File: config.mk
export PLATFORM = sky130hd
export DESIGN_NAME = uart_tx_buf
export DESIGN_NICKNAME = d
export VERILOG_FILES = /design/src/rtl/uart_tx_buf.sv
export SDC_FILE = /design/constraint.sdc
export NUM_CORES = 1
export LEC_CHECK = 0
export ABC_AREA = 1
export BUFFER_PORTS_ARGS = -buffer_cell sky130_fd_sc_hd__clkbuf_2
export CORE_ASPECT_RATIO = 1.75
export CORE_MARGIN = 5
export CORE_UTILIZATION = 52
export DETAILED_ROUTE_END_ITERATION = 6
export PLACE_DENSITY = 0.74
export SLEW_MARGIN = 0
export SYNTH_ARGS = -nofsm -noshare
export SYNTH_HDL_FRONTEND = slang
export SYNTH_SLANG_ARGS = --single-unit
File: constraint.sdc
create_clock -name clk -period 1.55 [get_ports clk]
set_clock_uncertainty 0.15 [all_clocks]
set_input_delay 0.31 -clock clk [delete_from_list [all_inputs] [get_ports clk]]
set_output_delay 0.31 -clock clk [all_outputs]
set_load 0.05 [all_outputs]
File: src/rtl/uart_tx_buf.sv
// Buffered 8N1 UART transmitter with idle-high TX and a sticky tx_done flag.
// Define UART_TX_FIFO_EN to add a DEPTH-entry byte queue ahead of the shifter.
module uart_tx_buf #(
    parameter int BAUD_DIV = 2604,
    parameter int DEPTH    = 4
) (
    input  logic       clk,
    input  logic       rst,
    input  logic       trmt,
    input  logic [7:0] tx_data,
    output logic       TX,
    output logic       busy,
    output logic       full,
    output logic       tx_done
);
    localparam logic [11:0] BAUD_LAST = 12'(BAUD_DIV - 1);

    typedef enum logic {IDLE, SEND} state_t;

    state_t      r_state;
    state_t      w_state_next;
    logic [9:0]  r_shift;
    logic [11:0] r_baud_cnt;
    logic [3:0]  r_bit_cnt;
    logic        r_tx_done;

    logic        w_accept;
    logic        w_have_data;
    logic [7:0]  w_load_data;
    logic        w_load;
    logic        w_bit_tick;
    logic        w_frame_end;

    if (BAUD_DIV < 1 || BAUD_DIV > 4095 || DEPTH < 2 || (DEPTH & (DEPTH - 1)) != 0) begin : g_bad_cfg
        $error("uart_tx_buf: BAUD_DIV must be 1..4095 and DEPTH a power of two >= 2");
    end

`ifdef UART_TX_FIFO_EN
    localparam int          AW       = $clog2(DEPTH);
    localparam logic [AW:0] CNT_FULL = (AW+1)'(DEPTH);

    logic [7:0]    r_mem [DEPTH];
    logic [AW-1:0] r_wr_ptr;
    logic [AW-1:0] r_rd_ptr;
    logic [AW:0]   r_count;
    logic          w_full;

    // full comes from the registered count, so a same-cycle pop cannot admit a write
    assign w_full      = (r_count == CNT_FULL);
    assign w_accept    = trmt && !w_full;
    assign w_have_data = (r_count != '0);
    assign w_load_data = r_mem[r_rd_ptr];
    assign full        = w_full;

    always_ff @(posedge clk or posedge rst) begin
        if (rst) begin
            r_wr_ptr <= '0;
            r_rd_ptr <= '0;
            r_count  <= '0;
        end else begin
            if (w_accept)
                r_wr_ptr <= r_wr_ptr + AW'(1);
            if (w_load)
                r_rd_ptr <= r_rd_ptr + AW'(1);
            case ({w_accept, w_load})
                2'b10:   r_count <= r_count + (AW+1)'(1);
                2'b01:   r_count <= r_count - (AW+1)'(1);
                default: r_count <= r_count;
            endcase
        end
    end

    always_ff @(posedge clk) begin
        if (w_accept)
            r_mem[r_wr_ptr] <= tx_data;
    end
`else
    assign w_accept    = trmt && (r_state == IDLE);
    assign w_have_data = w_accept;
    assign w_load_data = tx_data;
    assign full        = busy;
`endif

    assign w_bit_tick  = (r_state == SEND) && (r_baud_cnt == '0);
    // the shift that takes bit_cnt to 10 retires the stop bit
    assign w_frame_end = w_bit_tick && (r_bit_cnt == 4'd9);

    always_ff @(posedge clk or posedge rst) begin
        if (rst)
            r_state <= IDLE;
        else
            r_state <= w_state_next;
    end

    always_comb begin
        w_state_next = r_state;
        w_load       = 1'b0;
        case (r_state)
            IDLE: begin
                if (w_have_data) begin
                    w_load       = 1'b1;
                    w_state_next = SEND;
                end
            end
            SEND: begin
                if (w_frame_end) begin
                    if (w_have_data)
                        w_load = 1'b1;
                    else
                        w_state_next = IDLE;
                end
            end
            default: w_state_next = IDLE;
        endcase
    end

    always_ff @(posedge clk or posedge rst) begin
        if (rst) begin
            r_shift    <= '1;
            r_baud_cnt <= '0;
            r_bit_cnt  <= '0;
            r_tx_done  <= 1'b0;
        end else begin
            if (w_load) begin
                r_shift    <= {1'b1, w_load_data, 1'b0};
                r_baud_cnt <= BAUD_LAST;
                r_bit_cnt  <= '0;
            end else if (w_bit_tick) begin
                r_shift    <= {1'b1, r_shift[9:1]};
                r_baud_cnt <= BAUD_LAST;
                r_bit_cnt  <= r_bit_cnt + 4'd1;
            end else if (r_state == SEND) begin
                r_baud_cnt <= r_baud_cnt - 12'd1;
            end

            if (w_accept)
                r_tx_done <= 1'b0;
            else if (w_frame_end && !w_have_data)
                r_tx_done <= 1'b1;
        end
    end

    assign TX      = r_shift[0];
    assign busy    = (r_state == SEND);
    assign tx_done = r_tx_done;

endmodule

---- Word level (Yosys, flattened, before mapping) ----
Cells that the tools add are included.
operators by class
  equality and inequality tests ........... 1
  add/subtract/negate cells ............... 2
  muxes and demuxes ....................... 14
  reduce and logical (&&, ||, !) cells .... 9
  bitwise gates (word level) .............. 1
operator list
  cell                                                                   number
  12-bit two-way mux                                                     3
  10-bit two-way mux                                                     2
  12-bit logical NOT                                                     1
  12-bit by 1-bit subtractor with 12-bit output (second input constant)  1
  4-bit two-way mux                                                      2
  1-bit two-way mux                                                      5
  4-bit by 1-bit adder with 4-bit output (second input constant)         1
  4-bit == test (second input constant)                                  1
  1-bit logical AND                                                      4
  1-bit case mux with 2 select lines                                     2
  2-bit nonzero test                                                     2
  3-bit nonzero test                                                     1
  1-bit logical NOT                                                      1
  1-bit NOT                                                              1
storage, ports and cells
  word-level logic and storage cells ...... 32
  output and inout bits ................... 4
  register bits after elaboration ......... 28
  input bits .............................. 11

---- Longest topological paths before layout ----
Gate-level depths: netlist of run 1.
  word-level depth ........................ 6
  gate-level depth with buffers ........... 9
  mapped depth without buffers ............ 8

---- Least setup slack after synthesis of run 1 ----
Ideal clock, no wire load.
  path type ............................... register to register
  start point ............................. register r_state, in the netlist busy
  end point ............................... register r_baud_cnt[5]
  library setup time ...................... 0.129 ns
  slack ................................... -0.126 ns
  cell stages (with the launch flop) ...... 6
  arrival time ............................ 1.396 ns
  required time ........................... 1.271 ns
  path buffers ............................ 0
  clock period less this slack ............ 1.676 ns
  path through ............................ dfrtp_1 > nor2_1 > nor2_2 > nand3_1 > nand2_1 > nand3_1
on the way
  word-level cells in the longest chain between the ends .. 6
  elaborated cells on any way between the ends .. 10
  those cells by class .................... 5 x mux; 1 x bitwise; 4 x reduce/logical
RTL lines
  item                                                                       RTL line  source
  start, declared                                                            20        state_t r_state;
  start signal, assigned                                                     92        r_state <= w_state_next;
  1-bit NOT                                                                  --
  1-bit logical AND                                                          78        assign w_accept = trmt && (r_state == IDLE);
  1-bit two-way mux                                                          100, 107
  1-bit two-way mux                                                          106       if (w_frame_end) begin
  1-bit case mux with 2 select lines                                         98        case (r_state)
  3-bit nonzero test (no line) / 12-bit two-way mux (equally long branches)  --
  end signal, assigned                                                       133       r_baud_cnt <= r_baud_cnt - 12'd1;
  end, declared                                                              23        logic [11:0] r_baud_cnt;
Parallel ways exist; a longest one is shown, timed or not.
A chain may end at the register's enable or synchronous reset.

---- Final worst setup path of run 1 ----
  start point ............................. register r_shift[0]
  end point ............................... output TX
RTL lines
  item                    RTL line  source
  start, declared         22        logic [9:0] r_shift;
  start signal, assigned  125       r_shift <= {1'b1, w_load_data, 1'b0};
  start signal, assigned  129       r_shift <= {1'b1, r_shift[9:1]};
  end, declared           11        output logic TX,
No word-level cell between the ends.

==> results.rst, run 1 <==
.. list-table::
   :header-rows: 1

   * - Metric
     - Value
   * - Share of layout cells above drive strength 1
     - 0.303
   * - TNS Setup
     - 0 ps
   * - Residual overflow from global routing
     - 0
   * - Floorplan Core Area
     - 2900 um^2
   * - Number of buffers added on ports
     - 14
   * - Total power
     - 2.32 mW
   * - DRC violations left
     - 0
   * - Clock tree from TritonCTS
     - built
   * - Syn Inst Count
     - 191
   * - Share of synthesized area occupied by flip-flops and latches
     - 0.443
   * - Final Routed Wirelength
     - 3360 um
   * - Maximum number of pins on one net before global-route repair
     - 28
   * - CP arrival
     - 1040 ps
   * - Clock latency on the worst-skew pair
     - 280 ps
   * - Count of flip-flops with a built-in enable after synthesis
     - 0
   * - Hold_ws
     - 131 ps
   * - Routed via count divided by cell count
     - 5.17
   * - P_sw
     - 0.906 mW
   * - Iteration count of the initial detailed-routing pass
     - 4
   * - Worst Path Buf+Inv
     - 1
   * - Total GRT Usage
     - 0.169
   * - Largest delay share family, worst path
     - flip-flops
   * - Stage delay of the slowest cell on the critical path
     - 540 ps
   * - Average size of a mapped cell
     - 8.12 um^2
   * - Buffer depth of the longest clock path
     - 2
   * - Worst slew margin relative to its limit
     - 0.765
   * - Data required time of the critical path
     - 1090 ps
   * - Wire length of the first global-routing pass
     - 5410 um
   * - Setup-violating endpoint count in the final report
     - 0
   * - Internal Pwr Total
     - 1.41 mW
   * - Combinational share of power
     - 0.356
   * - Max-cap viol count
     - 0
   * - Number of synthesis warnings
     - 0
   * - Count of final max-slew check failures
     - 0
   * - Detailed Route Iter0 Violations
     - 48
   * - Die Span Y
     - 82.2 um
   * - Part of the total power dissipated in the clock network
     - 0.180
   * - CTS Buf Count
     - 3
   * - Remaining number of nets flagged by the antenna check after routing
     - 0
   * - Clock Pin Slew Worst Setup and Hold Paths
     - 100 ps
   * - Total Die Area
     - 4220 um^2
   * - Peak supply drop
     - 0.811 mV
   * - Synthesized area
     - 1550 um^2
   * - Critical path, cell by cell
     - clkbuf_4
   * - Post-route non-filler standard cell count
     - 249
   * - Reported leakage power
     - 0.955 nW
   * - Most frequent cells in the layout
     - 59 x sky130_fd_sc_hd__nand2_1, 27 x sky130_fd_sc_hd__nand3_1, 20 x sky130_fd_sc_hd__inv_1, 16 x sky130_fd_sc_hd__dfrtp_1, 13 x sky130_fd_sc_hd__clkbuf_2
   * - Share of total power consumed by net switching
     - 0.391
   * - Startpoint type of the worst setup path
     - flip-flop
   * - Root Buffer
     - sky130_fd_sc_hd__clkbuf_8
   * - RD Place Congestion
     - 0.874
   * - # H-tree levels
     - 1
   * - Critical path endpoint category
     - output pin
   * - Layout net count
     - 236
   * - Final Hold Violating Endpoints
     - 0
   * - Part of the total power dissipated in sequential elements
     - 0.464
   * - Type of the most critical hold path
     - in2reg
   * - Maximum net fanout on the critical path
     - 2
   * - Post-Route Utilization
     - 0.647
   * - Path type of the worst setup path
     - reg2out
   * - Layout overhead on the synthesized area
     - 20.7%
   * - Final worst path period share
     - 0.969
   * - Shortest clock period the worst path allows after layout
     - 1500 ps
   * - # IOs
     - 15
   * - Initial Utilization
     - 0.535
   * - Antenna diode count
     - 0
   * - Top flip-flop cell by instance count after synthesis
     - sky130_fd_sc_hd__dfrtp_1
   * - Wire length per cell after detailed routing
     - 13.5 um
   * - Setup repair after global routing missed its margin
     - yes
   * - Synth Net Count
     - 205
   * - Worst Max-Slew Pin Slew
     - 352 ps
   * - Via count
     - 1288
   * - Number of sinks driven by the clock tree
     - 27
   * - Outcome
     - complete, no violations
   * - Die Span X
     - 51.3 um
   * - Achievable Freq
     - 666 MHz
   * - Initial antenna violation count
     - 0
   * - HPWL Detailed
     - 2470 um
   * - Filler instances
     - 235
   * - Synthesized flop and latch total
     - 27
   * - Number of rows created at floorplan
     - 26
   * - Fraction of synthesis flops using an asynchronous set or reset pin
     - 1.00
   * - Power per cell area
     - 1240 nW/um^2
   * - Vias in the first global route
     - 1266
   * - Number of different library cells in the post-synthesis netlist
     - 27
   * - Leading cell type in the layout, fill and taps excluded
     - sky130_fd_sc_hd__nand2_1
   * - Total instance count after detailed placement
     - 238
   * - Slowest stage cell on the critical path
     - sky130_fd_sc_hd__dfstp_2
-- kinds of logic after synthesis --
logic type / Yosys count / synth area share
compound gates: 10 / 0.0371
flops: 27 / 0.443
fa+ha+maj: 3 / 0.0242
xor+xnor: 4 / 0.0226
buf+inv: 29 / 0.102
simple gates: 118 / 0.371
-- cell type report --
cell class	instances	area, um^2	area share
multi-input combinational	135	754	0.403
tap	28	35.0	0.0187
clock inverter	1	7.51	0.00401
timing repair buffer	31	240	0.128
inverter	24	104	0.0555
sequential	27	689	0.368
clock buffer	3	41.3	0.0221
-- metal layers --
layer | share of wire | track usage | vias to the layer above
li1 | - | - | 656
met1 | 0.39 | 0.174 | 609
met2 | 0.57 | 0.344 | 17
met3 | 0.023 | 0.0215 | 6
met4 | 0.015 | 0.0525 | 0
met5 | 0 | 0 | -
-- synth_stat cells (3+ instances only) --
| master | number | share of area |
|---|---|---|
| sky130_fd_sc_hd__nand2_1 | 59 | 0.14 |
| sky130_fd_sc_hd__nand3_1 | 28 | 0.090 |
| sky130_fd_sc_hd__inv_1 | 23 | 0.056 |
| sky130_fd_sc_hd__dfrtp_1 | 18 | 0.29 |
| sky130_fd_sc_hd__nor2_1 | 14 | 0.034 |
| sky130_fd_sc_hd__dfstp_2 | 9 | 0.15 |
| sky130_fd_sc_hd__o21ai_0 | 6 | 0.019 |
| sky130_fd_sc_hd__xor2_1 | 4 | 0.023 |
| sky130_fd_sc_hd__ha_1 | 3 | 0.024 |
| sky130_fd_sc_hd__nand4_1 | 3 | 0.012 |
| sky130_fd_sc_hd__nor2_4 | 3 | 0.022 |
-- power by group through the flow --
stage | registers [mW] | clock network [mW] | logic (mW)
4_1_cts | 1.05 | 0.422 | 0.710
3_3_place_gp | 1.05 | 0 | 0.659
3_5_place_dp | 1.06 | 0 | 0.691
2_1_floorplan | 1.04 | 0 | 0.536
5_1_grt | 1.10 | 0.455 | 0.927
6_report | 1.08 | 0.416 | 0.825
-- state kept, by name, indices dropped and copies added, names as in the netlist --
name,flops
r_baud_cnt,12
r_shift,9
r_bit_cnt,4
busy,1
tx_done,1
-- stage by stage --
step | setup slack [ps] | area [um^2]
final | 48.3 | 1870
after global routing | -57.5 | 1870
after CTS | 13.5 | 1770
after detailed placement | -38.5 | 1690
after global placement | 30.5 | 1690
after floorplan | 48.0 | 1550
-- timing repair --
item                                   CTS  global route
buffers inserted                         0             5
cloned                                   0             1
hold buffers                             1             0
pin swaps                                1             8
setup endpoints to repair               20            19
endpoints found under the hold margin   18             0
gates resized for setup                  7            11
-- final timing paths --
check                              startpoint             to  slack, ps  depth (start not counted)
worst max-delay path               r_shift[0]             TX         50                          1
worst min-delay path               tx_data[5]     r_shift[6]        130                          3
min in group asynchronous                 rst  r_baud_cnt[4]        460                          4
worst min register to register     r_shift[5]     r_shift[5]        340                          2
max in group asynchronous                 rst     r_shift[6]        470                          4
worst max register to register  r_baud_cnt[0]     r_shift[2]         50                          9
No activity file was read; power rests on OpenSTA's default activity.
==> run 2, diff against run 1 <==
--- a/config.mk
+++ b/config.mk
@@ -9,9 +9,8 @@
 export BUFFER_PORTS_ARGS = -buffer_cell sky130_fd_sc_hd__clkbuf_2
 export CORE_ASPECT_RATIO = 1.75
 export CORE_MARGIN = 5
-export CORE_UTILIZATION = 52
+export CORE_UTILIZATION = 40
 export DETAILED_ROUTE_END_ITERATION = 6
-export PLACE_DENSITY = 0.74
 export SLEW_MARGIN = 0
 export SYNTH_ARGS = -nofsm -noshare
 export SYNTH_HDL_FRONTEND = slang
==> results.rst, run 2 (synthesis gave the netlist of run 1 again) <==
.. list-table::
   :header-rows: 1

   * - Metric
     - Value
   * - Critical path endpoint category
     - output pin
   * - Shortest clock period the worst path allows after layout
     - 1490 ps
   * - Buffer depth of the longest clock path
     - 2
   * - Combinational share of power
     - 0.368
   * - Min-Delay Startpoint
     - tx_data[5]
   * - Worst Hold Depth
     - 3
   * - Most frequent cells in the layout
     - 59 x sky130_fd_sc_hd__nand2_1, 27 x sky130_fd_sc_hd__nand3_1, 19 x sky130_fd_sc_hd__inv_1, 19 x sky130_fd_sc_hd__buf_4, 17 x sky130_fd_sc_hd__dfrtp_1
   * - Total cell area at the placement stage
     - 1720 um^2
   * - Max-cap viol count
     - 0
   * - RD Place Congestion
     - 0.779
   * - Share of layout cells above drive strength 1
     - 0.307
   * - Total instance count after detailed placement
     - 260
   * - Type of the most critical hold path
     - in2reg
   * - Achievable Freq
     - 673 MHz
   * - Part of the total power dissipated in the clock network
     - 0.172
   * - Layout overhead on the synthesized area
     - 21.5%
   * - Final Routed Wirelength
     - 3180 um
   * - CTS Buf Count
     - 3
   * - P_sw
     - 0.842 mW
   * - Via count
     - 1256
   * - Startpoint type of the worst setup path
     - flip-flop
   * - Stage delay of the slowest cell on the critical path
     - 450 ps
   * - Final Hold Violating Endpoints
     - 0
   * - Worst setup slack for register-to-register paths
     - 70 ps
   * - Clock tree from TritonCTS
     - built
   * - Number of flip-flops in the largest register
     - 12
   * - Maximum net fanout on the critical path
     - 6
   * - Count of cells along the worst register-to-register path
     - 8
   * - Total Die Area
     - 5270 um^2
   * - Number of sinks driven by the clock tree
     - 27
   * - Detailed Route Iter0 Violations
     - 27
   * - Number of rows created at floorplan
     - 30
   * - Worst Path Buf+Inv
     - 1
   * - # IOs
     - 15
   * - Post-route non-filler standard cell count
     - 273
   * - Outcome
     - complete, no violations
   * - Worst slew margin relative to its limit
     - 0.759
   * - Vias in the first global route
     - 1235
   * - CP arrival
     - 1030 ps
   * - Wire length of the first global-routing pass
     - 5460 um
   * - Initial Utilization
     - 0.405
   * - Number of buffers added on ports
     - 14
   * - DRC violations left
     - 0
   * - Final Worst Setup Slack
     - 63.4 ps
   * - Reported leakage power
     - 0.970 nW
   * - Root Buffer
     - sky130_fd_sc_hd__clkbuf_8
   * - Iteration count of the initial detailed-routing pass
     - 4
   * - Peak supply drop
     - 0.780 mV
   * - Maximum number of pins on one net before global-route repair
     - 28
   * - Worst flop-to-flop path startpoint
     - r_baud_cnt[1]
   * - Initial antenna violation count
     - 0
   * - Largest registers
     - r_baud_cnt x12, r_shift x9, r_bit_cnt x4
   * - Path type of the worst setup path
     - reg2out
   * - Part of the total power dissipated in sequential elements
     - 0.460
   * - # H-tree levels
     - 1
   * - Internal Pwr Total
     - 1.43 mW
   * - Layout net count
     - 240
   * - Leading cell type in the layout, fill and taps excluded
     - sky130_fd_sc_hd__nand2_1
   * - Count of final max-slew check failures
     - 0
   * - HPWL Detailed
     - 2350 um
   * - Final worst path period share
     - 0.959
   * - Total GRT Usage
     - 0.129
   * - Floorplan Core Area
     - 3830 um^2
   * - Clock latency on the worst-skew pair
     - 270 ps
   * - Setup-violating endpoint count in the final report
     - 0
   * - Clock Pin Slew Worst Setup and Hold Paths
     - 90 ps
   * - Power per cell area
     - 1210 nW/um^2
   * - Data required time of the critical path
     - 1090 ps
   * - Endpoint of the worst hold-timing path
     - r_shift[6]
   * - Die Span Y
     - 92.4 um
   * - Endpoint of the worst register-to-register path
     - r_baud_cnt[11]
   * - Setup WS pre-CTS
     - -7.17 ps
   * - Routed via count divided by cell count
     - 4.60
   * - Critical path, cell by cell
     - clkbuf_2
   * - Share of total power consumed by net switching
     - 0.370
   * - Slowest stage cell on the critical path
     - sky130_fd_sc_hd__dfrtp_2
   * - Die Span X
     - 57.1 um
   * - Residual overflow from global routing
     - 0
   * - Most flops, register
     - r_baud_cnt
   * - Largest delay share family, worst path
     - flip-flops
   * - Remaining number of nets flagged by the antenna check after routing
     - 0
   * - Worst Max-Slew Pin Slew
     - 362 ps
   * - Final Cell Area
     - 1880 um^2
   * - Antenna diode count
     - 0
   * - Wire length per cell after detailed routing
     - 11.6 um
## run 2: what timing repair did
action / 4_1_cts / 5_1_grt
endpoints found under the hold margin: 18 / 0
cloned: 0 / 1
buffers inserted: 2 / 5
setup endpoints to repair: 8 / 25
gates resized for setup: 1 / 14
hold buffers: 1 / 0
pin swaps: 1 / 3
## run 2: cell type report
type | instances | area (um^2)
clock buffer | 4 | 45.0
fill | 406 | 1940
inverter | 24 | 108
multi-input combinational | 136 | 758
sequential | 27 | 688
tap | 48 | 60.1
timing repair buffer | 34 | 225
## run 2: worst max path at each step
stage                  startpoint        endpoint  slack [ps]  cells after the start
finish                       busy            full          60                      1
global route        r_baud_cnt[0]   r_baud_cnt[3]          -6                      8
CTS                 r_baud_cnt[0]      r_shift[3]           2                      9
detailed placement  r_baud_cnt[1]  r_baud_cnt[11]          -7                      8
global placement    r_baud_cnt[1]  r_baud_cnt[11]          30                      8
floorplan                    busy    r_bit_cnt[3]          50                      5
## run 2: power groups by stage
| stage | Sequential [mW] | Clock, mW | Combinational, mW |
|---|---|---|---|
| 6_report | 1.05 | 0.392 | 0.839 |
| 5_1_grt | 1.07 | 0.450 | 0.962 |
| 4_1_cts | 1.03 | 0.416 | 0.753 |
| 3_5_place_dp | 1.05 | 0 | 0.715 |
| 3_3_place_gp | 1.05 | 0 | 0.710 |
| 2_1_floorplan | 1.04 | 0 | 0.536 |
## run 2: through the flow
stage | utilization | total power [mW] | hold slack (ps) | setup TNS (ps)
after floorplan | - | 1.57 | 206 | 0
after global placement | 0.449 | 1.76 | 223 | 0
after detailed placement | 0.449 | 1.77 | 226 | -28.4
after CTS | 0.468 | 2.20 | 81.9 | 0
after global routing | 0.492 | 2.48 | 73.7 | -14.4
final | 0.492 | 2.28 | 90.7 | 0
## run 2: routing by layer
layer  wire [um]  share of wire  vias to the layer above  track usage
met1        1250           0.39                      580        0.143
li1            -              -                      667            -
met3          45          0.014                        2       0.0167
met5           0              0                        -            0
met2        1860           0.59                        7        0.247
met4          23         0.0072                        0       0.0406
